### src/rtl/codec_pkg.sv
// ============================================================================
//  Module      : codec_pkg
//  Description : Shared types, constants and helpers for the RLE / zigzag
//                coefficient expander: block geometry, zigzag-to-natural
//                index table, coefficient type, expander FSM states and the
//                saturating DC add used when DC prediction is built in.
//  Revision    : 1.0 - initial release
// ============================================================================
`default_nettype none

package codec_pkg;

    localparam int COEF_W   = 9;
    localparam int RUN_W    = 6;
    localparam int NUM_COEF = 64;

    typedef logic signed [COEF_W-1:0] coef_t;

    typedef enum logic [0:0] {
        FILL = 1'b0,
        EMIT = 1'b1
    } exp_state_t;

    // Zigzag scan position -> natural (row-major) index, 8x8 block.
    localparam logic [5:0] ZZ [0:63] = '{
        6'd0,  6'd1,  6'd8,  6'd16, 6'd9,  6'd2,  6'd3,  6'd10,
        6'd17, 6'd24, 6'd32, 6'd25, 6'd18, 6'd11, 6'd4,  6'd5,
        6'd12, 6'd19, 6'd26, 6'd33, 6'd40, 6'd48, 6'd41, 6'd34,
        6'd27, 6'd20, 6'd13, 6'd6,  6'd7,  6'd14, 6'd21, 6'd28,
        6'd35, 6'd42, 6'd49, 6'd56, 6'd57, 6'd50, 6'd43, 6'd36,
        6'd29, 6'd22, 6'd15, 6'd23, 6'd30, 6'd37, 6'd44, 6'd51,
        6'd58, 6'd59, 6'd52, 6'd45, 6'd38, 6'd31, 6'd39, 6'd46,
        6'd53, 6'd60, 6'd61, 6'd54, 6'd47, 6'd55, 6'd62, 6'd63
    };

    // Signed add of two coefficients, clamped to the coefficient range.
    function automatic coef_t sat_dc(input coef_t a, input coef_t b);
        logic signed [COEF_W:0] s;
        s = {a[COEF_W-1], a} + {b[COEF_W-1], b};
        if (s > $signed({2'b00, {(COEF_W-1){1'b1}}}))
            return {1'b0, {(COEF_W-1){1'b1}}};
        else if (s < $signed({2'b11, {(COEF_W-1){1'b0}}}))
            return {1'b1, {(COEF_W-1){1'b0}}};
        else
            return s[COEF_W-1:0];
    endfunction

endpackage

`default_nettype wire

### src/rtl/dc_predictor.sv
// ============================================================================
//  Module      : dc_predictor
//  Description : Holds the DC value of the last emitted block and forms the
//                saturated reconstruction prev_dc + level for a DC difference.
//  Ports       : clk, rst_n      - clock, synchronous active-low reset
//                i_level         - incoming DC difference
//                i_update        - block handshake; latch i_new_dc
//                i_new_dc        - DC value of the block being handed off
//                o_dc_sum        - sat(prev_dc + i_level)
//                o_prev_dc       - current prev_dc
//  Revision    : 1.0 - initial release
// ============================================================================
`default_nettype none

module dc_predictor
    import codec_pkg::*;
(
    input  logic  clk,
    input  logic  rst_n,
    input  coef_t i_level,
    input  logic  i_update,
    input  coef_t i_new_dc,
    output coef_t o_dc_sum,
    output coef_t o_prev_dc
);

    coef_t r_prev_dc;

    always_ff @(posedge clk) begin
        if (!rst_n)
            r_prev_dc <= '0;
        else if (i_update)
            r_prev_dc <= i_new_dc;
    end

    assign o_dc_sum  = sat_dc(r_prev_dc, i_level);
    assign o_prev_dc = r_prev_dc;

endmodule

`default_nettype wire

### src/rtl/rle_zigzag_expander.sv
// ============================================================================
//  Module      : rle_zigzag_expander
//  Description : Expands zigzag-ordered (run, level) symbols into complete
//                8x8 blocks of quantized coefficients in natural order and
//                hands each block off over a valid/ready handshake.
//  Ports       : clk, rst_n        - clock, synchronous active-low reset
//                sym_valid/ready   - symbol handshake
//                sym_run/level/eob - symbol fields
//                blk_valid/ready   - block handshake
//                blk_coeffs        - 64 coefficients, index 8*row+col
//                err_overflow      - one-cycle pulse on run overrun
//  Config      : DC_PRED_EN - position 0 carries a DC difference that is
//                accumulated against the previous block's DC (saturating).
//  Revision    : 1.0 - initial release
// ============================================================================
`default_nettype none

module rle_zigzag_expander #(
    parameter int COEF_W   = 9,
    parameter int RUN_W    = 6,
    parameter int NUM_COEF = 64
) (
    input  logic                       clk,
    input  logic                       rst_n,
    input  logic                       sym_valid,
    output logic                       sym_ready,
    input  logic [RUN_W-1:0]           sym_run,
    input  logic signed [COEF_W-1:0]   sym_level,
    input  logic                       sym_eob,
    output logic                       blk_valid,
    input  logic                       blk_ready,
    output logic [NUM_COEF*COEF_W-1:0] blk_coeffs,
    output logic                       err_overflow
);

    import codec_pkg::exp_state_t;
    import codec_pkg::FILL;
    import codec_pkg::EMIT;
    import codec_pkg::ZZ;

    exp_state_t                 r_state;
    logic [RUN_W-1:0]           r_pos;
    logic signed [COEF_W-1:0]   r_buf [NUM_COEF];
    logic                       r_blk_valid;
    logic                       r_err;

    // One extra bit so an overrun is visible instead of wrapping.
    logic [RUN_W:0]             w_target;
    logic [RUN_W-1:0]           w_tidx;
    logic                       w_ovf;
    logic                       w_last;
    logic                       w_accept;
    logic                       w_finish;
    logic                       w_blk_fire;
    logic signed [COEF_W-1:0]   w_wr_val;

    assign sym_ready    = (r_state == FILL);
    assign blk_valid    = r_blk_valid;
    assign err_overflow = r_err;

    assign w_target   = {1'b0, r_pos} + {1'b0, sym_run};
    assign w_tidx     = w_target[RUN_W-1:0];
    assign w_ovf      = w_target[RUN_W];
    assign w_last     = (w_tidx == {RUN_W{1'b1}});
    assign w_accept   = sym_valid & sym_ready;
    // Any of EOB, a write to the final position, or an overrun closes the block.
    assign w_finish   = w_accept & (sym_eob | w_ovf | w_last);
    assign w_blk_fire = (r_state == EMIT) & blk_ready;

`ifdef DC_PRED_EN
    logic signed [COEF_W-1:0] w_dc_sum;
    logic signed [COEF_W-1:0] w_prev_dc;
    logic                     r_dc_written;

    dc_predictor u_dc_predictor (
        .clk       (clk),
        .rst_n     (rst_n),
        .i_level   (sym_level),
        .i_update  (w_blk_fire),
        .i_new_dc  (r_buf[0]),
        .o_dc_sum  (w_dc_sum),
        .o_prev_dc (w_prev_dc)
    );

    assign w_wr_val = (w_tidx == '0) ? w_dc_sum : sym_level;

    always_ff @(posedge clk) begin
        if (!rst_n)
            r_dc_written <= 1'b0;
        else if (w_blk_fire)
            r_dc_written <= 1'b0;
        else if (w_accept && !sym_eob && !w_ovf && (w_tidx == '0))
            r_dc_written <= 1'b1;
    end
`else
    assign w_wr_val = sym_level;
`endif

    always_ff @(posedge clk) begin
        if (!rst_n) begin
            r_state     <= FILL;
            r_pos       <= '0;
            r_blk_valid <= 1'b0;
            r_err       <= 1'b0;
            for (int k = 0; k < NUM_COEF; k++)
                r_buf[k] <= '0;
        end else begin
            r_err <= 1'b0;
            case (r_state)
                FILL: begin
                    if (w_accept) begin
                        if (sym_eob) begin
                            r_pos <= '0;
                        end else if (w_ovf) begin
                            // Nothing is written; the next symbol starts a new block.
                            r_err <= 1'b1;
                            r_pos <= '0;
                        end else begin
                            r_buf[ZZ[w_tidx]] <= w_wr_val;
                            r_pos             <= w_last ? '0 : w_tidx + 1'b1;
                        end
                        if (w_finish) begin
                            r_state     <= EMIT;
                            r_blk_valid <= 1'b1;
                        end
`ifdef DC_PRED_EN
                        // A block with no DC write inherits the previous DC.
                        if (w_finish && !r_dc_written)
                            r_buf[0] <= w_prev_dc;
`endif
                    end
                end
                EMIT: begin
                    if (blk_ready) begin
                        r_state     <= FILL;
                        r_blk_valid <= 1'b0;
                        for (int k = 0; k < NUM_COEF; k++)
                            r_buf[k] <= '0;
                    end
                end
                default: begin
                    r_state     <= FILL;
                    r_blk_valid <= 1'b0;
                end
            endcase
        end
    end

    genvar gk;
    generate
        for (gk = 0; gk < NUM_COEF; gk++) begin : g_pack
            assign blk_coeffs[gk*COEF_W +: COEF_W] = r_buf[gk];
        end
    endgenerate

endmodule

`default_nettype wire

### config.mk
export PLATFORM = sky130hd
export DESIGN_NAME = rle_zigzag_expander
export DESIGN_NICKNAME = d
export VERILOG_FILES = /design/src/rtl/codec_pkg.sv /design/src/rtl/dc_predictor.sv /design/src/rtl/rle_zigzag_expander.sv
export SDC_FILE = /design/constraint.sdc
export NUM_CORES = 1
export LEC_CHECK = 0
export CAP_MARGIN = 40
export CORE_MARGIN = 3
export CORE_UTILIZATION = 47
export CTS_BUF_LIST = sky130_fd_sc_hd__clkbuf_2
export CTS_CLUSTER_DIAMETER = 30
export DETAILED_ROUTE_END_ITERATION = 8
export PLACE_DENSITY_LB_ADDON = 0.25
export RECOVER_POWER = 25
export SLEW_MARGIN = 5
export SYNTH_ARGS = -nofsm -noshare
export SYNTH_HDL_FRONTEND = slang
export SYNTH_HIERARCHICAL = 1
export SYNTH_SLANG_ARGS = --single-unit
### constraint.sdc
create_clock -name clk -period 5.15 [get_ports clk]
set_input_delay 1.03 -clock clk [delete_from_list [all_inputs] [get_ports clk]]
set_output_delay 1.03 -clock clk [all_outputs]
set_load 0.05 [all_outputs]
* Word-level counts from Yosys, hierarchy flattened *
Memory sizes are Yosys's and may differ from the RTL's.
Index checks and enable logic that the tools add are counted.

word-level totals
  memory bits (read-only) = 384
  RAM bits = 576
  output and inout bits = 579
  register bits after elaboration = 9
  input port bits = 20
  memories kept = 2

cells by class
  multiplexer cells = 92
  order comparisons = 1
  add/sub/neg operators = 2
  equality and inequality tests = 4
  bitwise operators = 72
  reductions and logical operators = 4

memories
  name              depth  width  read ports  clocked after memory_dff  wr ports  line                        RTL
  r_buf             64     9      64          0                         64        rle_zigzag_expander.sv:43   logic signed [COEF_W-1:0] r_buf [NUM_COEF];
  (name not given)  64     6      1           0                         0         rle_zigzag_expander.sv:119  r_buf[ZZ[w_tidx]] <= w_wr_val;

operator list
  kind                   count
  $mux W9                65
  $or A1 B1 Y1           66
  $mux W6                6
  $mux W1                19
  $reduce_or A9 Y1       1
  $add A6 B6 Y7          1
  $ge A7 B7 Y1 const B   1
  $not A6 Y7             1
  $add A6 B1 Y6 const B  1
  $eq A6 B6 Y1 const B   1
  $ne A2 B1 Y1 const B   2
  $pmux W1 S2            2
  $reduce_or A4 Y1       1
  $not A1 Y1             3
  $reduce_and A3 Y1      1
  $and A1 B1 Y1          2
  $ne A2 B2 Y1 const B   1
  $reduce_and A2 Y1      1

* Depth between registers and ports, before layout *
Gate-level depths: netlist (run 1).

  depth after elaboration = 9
  depth in mapped cells = 15
  gate-level depth less buffers = 10

* Least setup slack after synthesis (run 1) *
OpenSTA, ideal clock, no wires.

  path type = input -> register
  from = input port sym_run[0]
  to = memory r_buf[13][0], enable pin
  data arrival time = 4.777 ns
  stages on the path = 12
  path slack = -0.017 ns
  path through = ha_1 -> fa_1 -> inv_1 -> ha_1 -> nor4b_1 -> nor4_1 -> a2111oi_2 -> o32ai_4 -> nand3b_4 -> buf_6 -> buf_2 -> o31ai_1

RTL lines
  what             line                       RTL
  start, declared  rle_zigzag_expander.sv:27  input logic [RUN_W-1:0] sym_run,
  end, declared    rle_zigzag_expander.sv:43

==> metrics.md, run 1 <==
| Metric | Value |
|---|---|
| Status | finished clean |
| Via density | roughly 6.0 |
| Period utilization | 85.8% |
| # hold bufs at CTS | 0 |
| Die W | about 240 µm |
| Register area | between 0.015 and 0.02 mm² |
| Max transition margin | approximately a fifth |
| Port Buffers | 598 |
| Wire length per cell | 27.3 µm |
| Setup crit end kind | flip-flop |
| Area contributors post-synth | edfxtp_1 (66%), nor4_2 (10%), nor4_1 (8.9%), buf_2 (2.3%), o31ai_1 (1.9%) |
| Setup Fix Bufs, Post-CTS | 0 |
| Post-Synthesis Cells | about 1800 |
| Grt total ovfl | 0 |
| Multi-input logic area | roughly 0.0073 mm² |
| Worst R2R Setup Slack | between 0.7 and 0.8 ns |
| Mapped Avg Cell Area | approximately 15 µm² |
| Post-synth ARST share | 0% |
| Most numerous cell in the Yosys netlist | edfxtp_1 |
| Clk buf depth | 3 |
| Fin Hold WS | 0.465 ns |
| Filler instances | 4016 |
| Reg clk slew, reported paths | around 0.090 ns |
| Req. time, crit path | approximately 6 ns |
| Cts repair resizes | 0 |
| Die area | a little under 0.06 mm² |
| GRT Overall Usage | between 30% and 40% |
| Crit path arrival time | between 5 and 6 ns |
| Vias | slightly above 20000 |
| Max frequency | roughly 230 MHz |
| Initial antenna violation count | 3 |
| Slowest cell on crit path | a211oi_1 |
| P&R area growth vs syn | 37.2% |
| DRT antenna net count | 0 |
| Net count, final | around 2600 |
| GP Congestion | around 0.89 |
| Synth unique cells | 81 |
| Clock sink count | roughly 590 |
| Bufs and invs on worst path | 5 |
| Max-Cap Viols | 0 |
| Max incr delay on CP | 1.00 ns |
| Pwr/cell area | approximately 380 mW/mm² |
| Top-area cell type share of the netlist area | approximately 66% |
| EDFF count, synth | roughly 580 |
| Syn Std Cell Area | between 0.02 and 0.03 mm² |
| Leakage | 0.0124 µW |
| RSZ-0062 raised after global routing | false |
| Worst-Margin Slew | approximately 1.2 ns |
| Critical Path Fanout Max | 34 |
| Top_reg_cell synth | edfxtp_1 |
| Fin. Hold Viols | 0 |
| Crit path launch type | input port |
| TritonCTS clock tree | built |
| Endpoints failing setup | 0 |
| Max rail drop VDD | around 0.00023 V |
| Wirelength, routed | a little over 90000 µm |
| Post-route DRC | 0 |
| Cells along the critical path | clkdlybuf4s50_1 > ha_1 > fa_1 > a21o_1 > a211oi_1 > nor2_4 > clkbuf_1 > a2111oi_0 > a311oi_1 > clkbuf_1 > nand2b_4 > buf_12 > buf_4 > nor4_1 |
| Crit Path Class | input port to flip-flop |
| Shortest period the worst path allows | ~4.4 ns |
| Post-synth net total | approximately 1800 |
| Commonest cells post-synth | edfxtp_1 (576), nor4_1 (370), nor4_2 (210), clkbuf_1 (126), buf_2 (119) |
| Core Region | roughly 0.054 mm² |
| Largest net degree at the start of global routing | 41 |
| Global-route wire length before repair | 136000 µm |
| Setup Skew | between 0.1 and 0.15 ns |
| DP Wirelength | around 64000 µm |
| Hold Crit Class | flip-flop to flip-flop |
| Dpl cells | between 3000 and 4000 |
| Most frequent CP cell | clkbuf_1 |
| Layout cells sized above 1 | between 20% and 30% |
| Die Height | 242 µm |
| Initial Util | about 48% |
| Ports | 599 |
| Part of the Yosys area used for sequential elements | roughly two thirds |
| Max H-tree Level | 4 |
| FF+latch count, synth | around 590 |
| Cell taking the most area after synthesis | edfxtp_1 |
| Clk_lat worst skew | around 1.3 ns |
| Vias in the first global route | a little over 20000 |
| Synth Warn # | 6 |
| Pins Over Slew Limit | 0 |
| Finished Layout Cells | 3364 |
| Cell family with most CP delay | compound AO/OA/AOI/OAI gates |
| First-pass detailed-route iteration total | 5 |
| Standard-cell rows | 85 |
| Iter 0 DRT Violations | 1824 |
| CTS Buf Count | around 150 |
| Root Buffer Master | clkbuf_2 |
## layout by cell type (no fill, tap or decap), types with 20 or more instances in the layout
cell | synthesis | layout
clkbuf_2 | 0 | 202
dlygate4sd3_1 | 0 | 390
buf_12 | 0 | 39
ha_1 | 21 | 21
edfxtp_1 | 576 | 576
buf_4 | 6 | 243
clkinv_2 | 0 | 21
o21ai_0 | 20 | 20
clkinv_1 | 1 | 26
nor4_1 | 370 | 375
clkdlybuf4s50_1 | 0 | 208
o31ai_1 | 65 | 51
nor4_2 | 210 | 205
## worst register-to-register path, cell delays in order (launching register included)
cell and delay, ns:
dfxtp_1 0.32, ha_1 0.20, fa_1 0.51, a21o_1 0.26, a211oi_1 1.00, nor2_4 0.01
clkbuf_1 0.26, a2111oi_0 0.47, a311oi_1 0.10, clkbuf_1 0.18, nand2b_4 0.13, buf_12 0.17
buf_4 0.39, nor4_1 0.12
## flip-flops by register name, summed over array words and instances, names as in the netlist
name and flops:
r_pos 6, blk_valid 1, r_buf 576, r_state 1
err_overflow 1
## power breakdown
group | switching (µW) | internal (µW) | leakage, µW
combinational | 3400 | 1340 | 0.00523
clock | 1930 | 1430 | 0.00106
sequential | 111 | 5480 | 0.00607
total | 5450 | 8250 | 0.0124
## worst paths after layout
path | startpoint | end | depth (start not counted)
worst min-delay path | r_pos[2] | r_pos[2] | 2
worst min register to register | r_pos[2] | r_pos[2] | 2
worst max register to register | r_pos[0] | r_buf[60][0] | 13
worst max-delay path | sym_run[0] | r_buf[60][0] | 14
## layout make-up
| class | count | area share (%) |
|---|---|---|
| sequential | 585 | 48.7 |
| timing repair buffer | 886 | 24.0 |
| multi-input combinational | 873 | 20.4 |
| clock buffer | 202 | 2.82 |
| tap | 739 | 2.58 |
| clock inverter | 56 | 1.21 |
| inverter | 19 | 0.223 |
| antenna | 4 | 0.0279 |
## per-layer routing
metal,vias to the layer above,global-route usage (%),part of all wire (%)
met5,-,0,0.014
li1,8845,-,-
met4,2,11.3,3.0
met1,10065,39.3,38
met2,1238,50.7,49
met3,184,9.72,10
## logic make-up after synthesis
family / count (synthesis) / share of synthesized area [%]
AOI/OAI and AO/OA: 167 / 5.02
xor gates and xnor gates: 9 / 0.330
adders and majority gates: 22 / 1.08
buffers and inverters: 309 / 5.61
DFF: 585 / 66.9
muxes: 5 / 0.239
and+or+nand+nor: 670 / 20.9
## metrics by stage
stage	area, µm²	total power [µW]	util (%)	TNS (ns)	worst slack [ns]
after floorplan	26200	8620	-	-3.83	-0.0166
after global placement	34400	10400	63.2	0	0.0000377
after detailed placement	34500	10500	63.3	-0.107	-0.107
after CTS	35900	13800	66.0	0	1.03
after global routing	35900	14200	65.9	0	0.562
final	35900	13700	65.9	0	0.731
Power figures use the tool's default switching activity.
==> inputs of run 2 (changes only) <==
--- a/config.mk
+++ b/config.mk
@@ -11,9 +11,8 @@
 export CTS_BUF_LIST = sky130_fd_sc_hd__clkbuf_2
 export CTS_CLUSTER_DIAMETER = 30
 export DETAILED_ROUTE_END_ITERATION = 8
-export PLACE_DENSITY_LB_ADDON = 0.25
+export PLACE_DENSITY = 0.8
 export RECOVER_POWER = 25
-export SLEW_MARGIN = 5
 export SYNTH_ARGS = -nofsm -noshare
 export SYNTH_HDL_FRONTEND = slang
 export SYNTH_HIERARCHICAL = 1
==> run 2 against run 1 <==
Flip-flop and latch count stayed put. Via count is 2.1% higher. Cell area is 0.41% lower. Power is 2.1% lower. Sequential power hardly changed. Maximum frequency is 5.0% higher. Register-to-register slack better by 0.19 ns. Utilization is 0.27 points lower. Die area stayed put. Clock skew is 0.063 ns lower. Critical path depth stayed put. Cell count hardly changed.
==> metrics.md, run 2 (synthesized netlist as in run 1, its figures left out) <==
| Metric | Value |
|---|---|
| Vias in the first global route | 20536 (+1.1%) |
| Finished Core Util | 65.6% (-0.27 points) |
| Crit path arrival time | 5.23 ns (-0.11 ns) |
| DP Area | 0.0344 mm² (-0.20%) |
| Setup crit end kind | flip-flop |
| GP Congestion | 0.905 (+2.2%) |
| Crit path launch type | flip-flop |
| Register area | 0.0175 mm² (unchanged) |
| Crit. Startpoint | r_pos[0] |
| GRT Overall Usage | 30.4% (-0.68 points) |
| Largest net degree at the start of global routing | 45 (+9.8%) |
| Net count, final | 2559 (+0.12%) |
| Setup Skew | 0.0537 ns (-0.0631 ns) |
| Root Buffer Master | clkbuf_2 |
| Max incr delay on CP | 0.57 ns (-0.43 ns) |
| Reg clk slew, reported paths | 0.09 ns (about the same) |
| Standard-cell rows | 85 (unchanged) |
| Layout cells sized above 1 | 29.6% (+0.034 points) |
| Worst r2r path cells | 14 (+1) |
| Filler instances | 3908 (-2.7%) |
| Biggest regs | r_buf x576, r_pos x6 |
| Critical Path Fanout Max | 23 (-32%) |
| Cells along the critical path | ha_1 > fa_1 > clkbuf_1 > ha_1 > and2_0 > clkbuf_1 > o21ai_0 > a311oi_1 > nor3_1 > buf_4 > nand2b_4 > buf_12 > o31ai_1 > buf_4 |
| Leakage | 0.0123 µW (-0.33%) |
| Pwr Total | 13400 µW (-2.1%) |
| Period utilization | 81.7% (-4.1 points) |
| Slowest cell on crit path | fa_1 |
| Core Region | 0.0545 mm² (unchanged) |
| Status | finished clean |
| Shortest period the worst path allows | 4.21 ns (-0.212 ns) |
| Place WS | 0.107 ns (+0.214 ns) |
| Max transition margin | 37.1% (+17 points) |
| Initial antenna violation count | 2 (-1) |
| Die area | 0.0585 mm² (unchanged) |
| Max H-tree Level | 4 (unchanged) |
| Die Height | 242 µm (unchanged) |
| Crit path to | r_buf[38][4] |
| Via density | 6.17 (+2.1%) |
| Sw power | 5390 µW (-1.1%) |
| Max-Cap Viols | 0 (unchanged) |
| RSZ-0062 raised after global routing | false |
| Crit Path Class | flip-flop to flip-flop |
| Max reg flops | 576 (unchanged) |
| Worst-Margin Slew | 0.944 ns (-0.255 ns) |
| Commonest non-fill, non-tap cells in the layout | edfxtp_1 (576), dlygate4sd3_1 (415), nor4_1 (370) |
| TritonCTS clock tree | built |
| Hold Crit Class | input port to flip-flop |
| # hold bufs at CTS | 0 (unchanged) |
| Pwr/cell area | 376 mW/mm² (-1.6%) |
| Iter 0 DRT Violations | 2305 (+26%) |
| Int Pwr | 8030 µW (-2.7%) |
| Multi-input logic area | 0.00734 mm² (+0.39%) |
| Dpl cells | 3107 (+0.16%) |
| Port Buffers | 598 (unchanged) |
| Max rail drop VDD | 0.000259 V (+12%) |
| Largest reg by FF count | r_buf |
| Max frequency | 238 MHz (+5.0%) |
| Fin. Hold Viols | 0 (unchanged) |
| Pins Over Slew Limit | 0 (unchanged) |
| P&R area growth vs syn | 36.6% |
| Initial Util | 48.0% (unchanged) |
| Worst R2R Setup Slack | 0.94 ns (+0.19 ns) |
| Net Sw Frac | 40.2% (+0.39 points) |
| Endpoints failing setup | 0 (unchanged) |
| CTS Buf Count | 147 (-1.3%) |
| Cts repair resizes | 0 (unchanged) |
| Clock power share | 23.5% (-1.1 points) |
| Most common cell after layout, fill and taps aside | edfxtp_1 |
| Req. time, crit path | 6.17 ns (+0.10 ns) |
| Vias | 20751 (+2.1%) |
| Wire length per cell | 27.1 µm (-0.98%) |
| Grt total ovfl | 0 (unchanged) |
| Setup Fix Bufs, Post-CTS | 0 (unchanged) |
| DRT antenna net count | 0 (unchanged) |
| Reg-to-reg endpoint | r_buf[38][4] |
| Die W | 242 µm (unchanged) |
| Reg power frac | 41.7% (+0.9 points) |
| Finished Layout Cells | 3362 (-0.059%) |
| Wirelength, routed | 91000 µm (-1.0%) |
| Worst R2R Start | r_pos[0] |
| Clk buf depth | 3 (unchanged) |
| Global-route wire length before repair | 135000 µm (-1.4%) |
| First-pass detailed-route iteration total | 5 (unchanged) |
| Clk_lat worst skew | 1.32 ns (+0.02 ns) |
| DP Wirelength | 62300 µm (-2.2%) |
| Clock sink count | 585 (unchanged) |
| Post-layout worst setup margin | 0.943 ns (+0.212 ns) |
| Post-route DRC | 0 (unchanged) |
| Logic pwr share | 34.8% (+0.2 points) |
| Post-layout instance area | 0.0357 mm² (-0.41%) |
| Ports | 599 (unchanged) |
==> run 2: layout make-up <==
class                   count  area share [%]
repair buffers            891            24.0
clock inverters            50           0.879
flip-flops and latches    585            48.9
well taps                 739            2.59
clock buffers             200            2.80
diodes                      5          0.0350
inverters                  19           0.224
multi-input cells         873            20.6
==> run 2: how the worst min path moves through the flow <==
stage / startpoint / endpoint / cells past startpoint
5_1_grt: sym_valid / err_overflow / 3
6_report: sym_valid / err_overflow / 3
3_5_place_dp: r_pos[2] / r_pos[2] / 2
3_3_place_gp: r_pos[2] / r_pos[2] / 2
4_1_cts: sym_valid / err_overflow / 3
2_1_floorplan: r_pos[0] / r_pos[0] / 2
==> run 2: stage by stage <==
stage	hold WS, ns	TNS, ns
2_1_floorplan	0.429	-3.83
3_3_place_gp	0.446	0
3_5_place_dp	0.453	0
4_1_cts	0.185	0
5_1_grt	0.221	0
6_report	0.356	0
==> run 2: critical path: cells and delay by family (launching register included) <==
kind            cells  cell delay (ns)
compound gates      3             0.70
fa+ha+maj           3             1.08
buf+inv             5             1.29
flops               1             0.33
simple gates        3             0.49
==> run 2: power groups by stage <==
stage	Clock [µW]	Combinational (µW)	Sequential, µW
global route	3460	4870	5610
detailed placement	0	4680	5710
floorplan	0	2070	6540
CTS	3210	4690	5600
finish	3150	4670	5600
global placement	0	4570	5710
==> run 2: routing by layer <==
| layer | track usage, % | routed length [µm] | vias to the layer above | part of all wire (%) |
|---|---|---|---|---|
| li1 | - | - | 8840 | - |
| met1 | 37.8 | 33000 | 10208 | 36 |
| met2 | 48.9 | 44300 | 1467 | 49 |
| met3 | 9.58 | 9810 | 236 | 11 |
| met4 | 13.9 | 3880 | 0 | 4.3 |
| met5 | 0 | 0 | - | 0 |
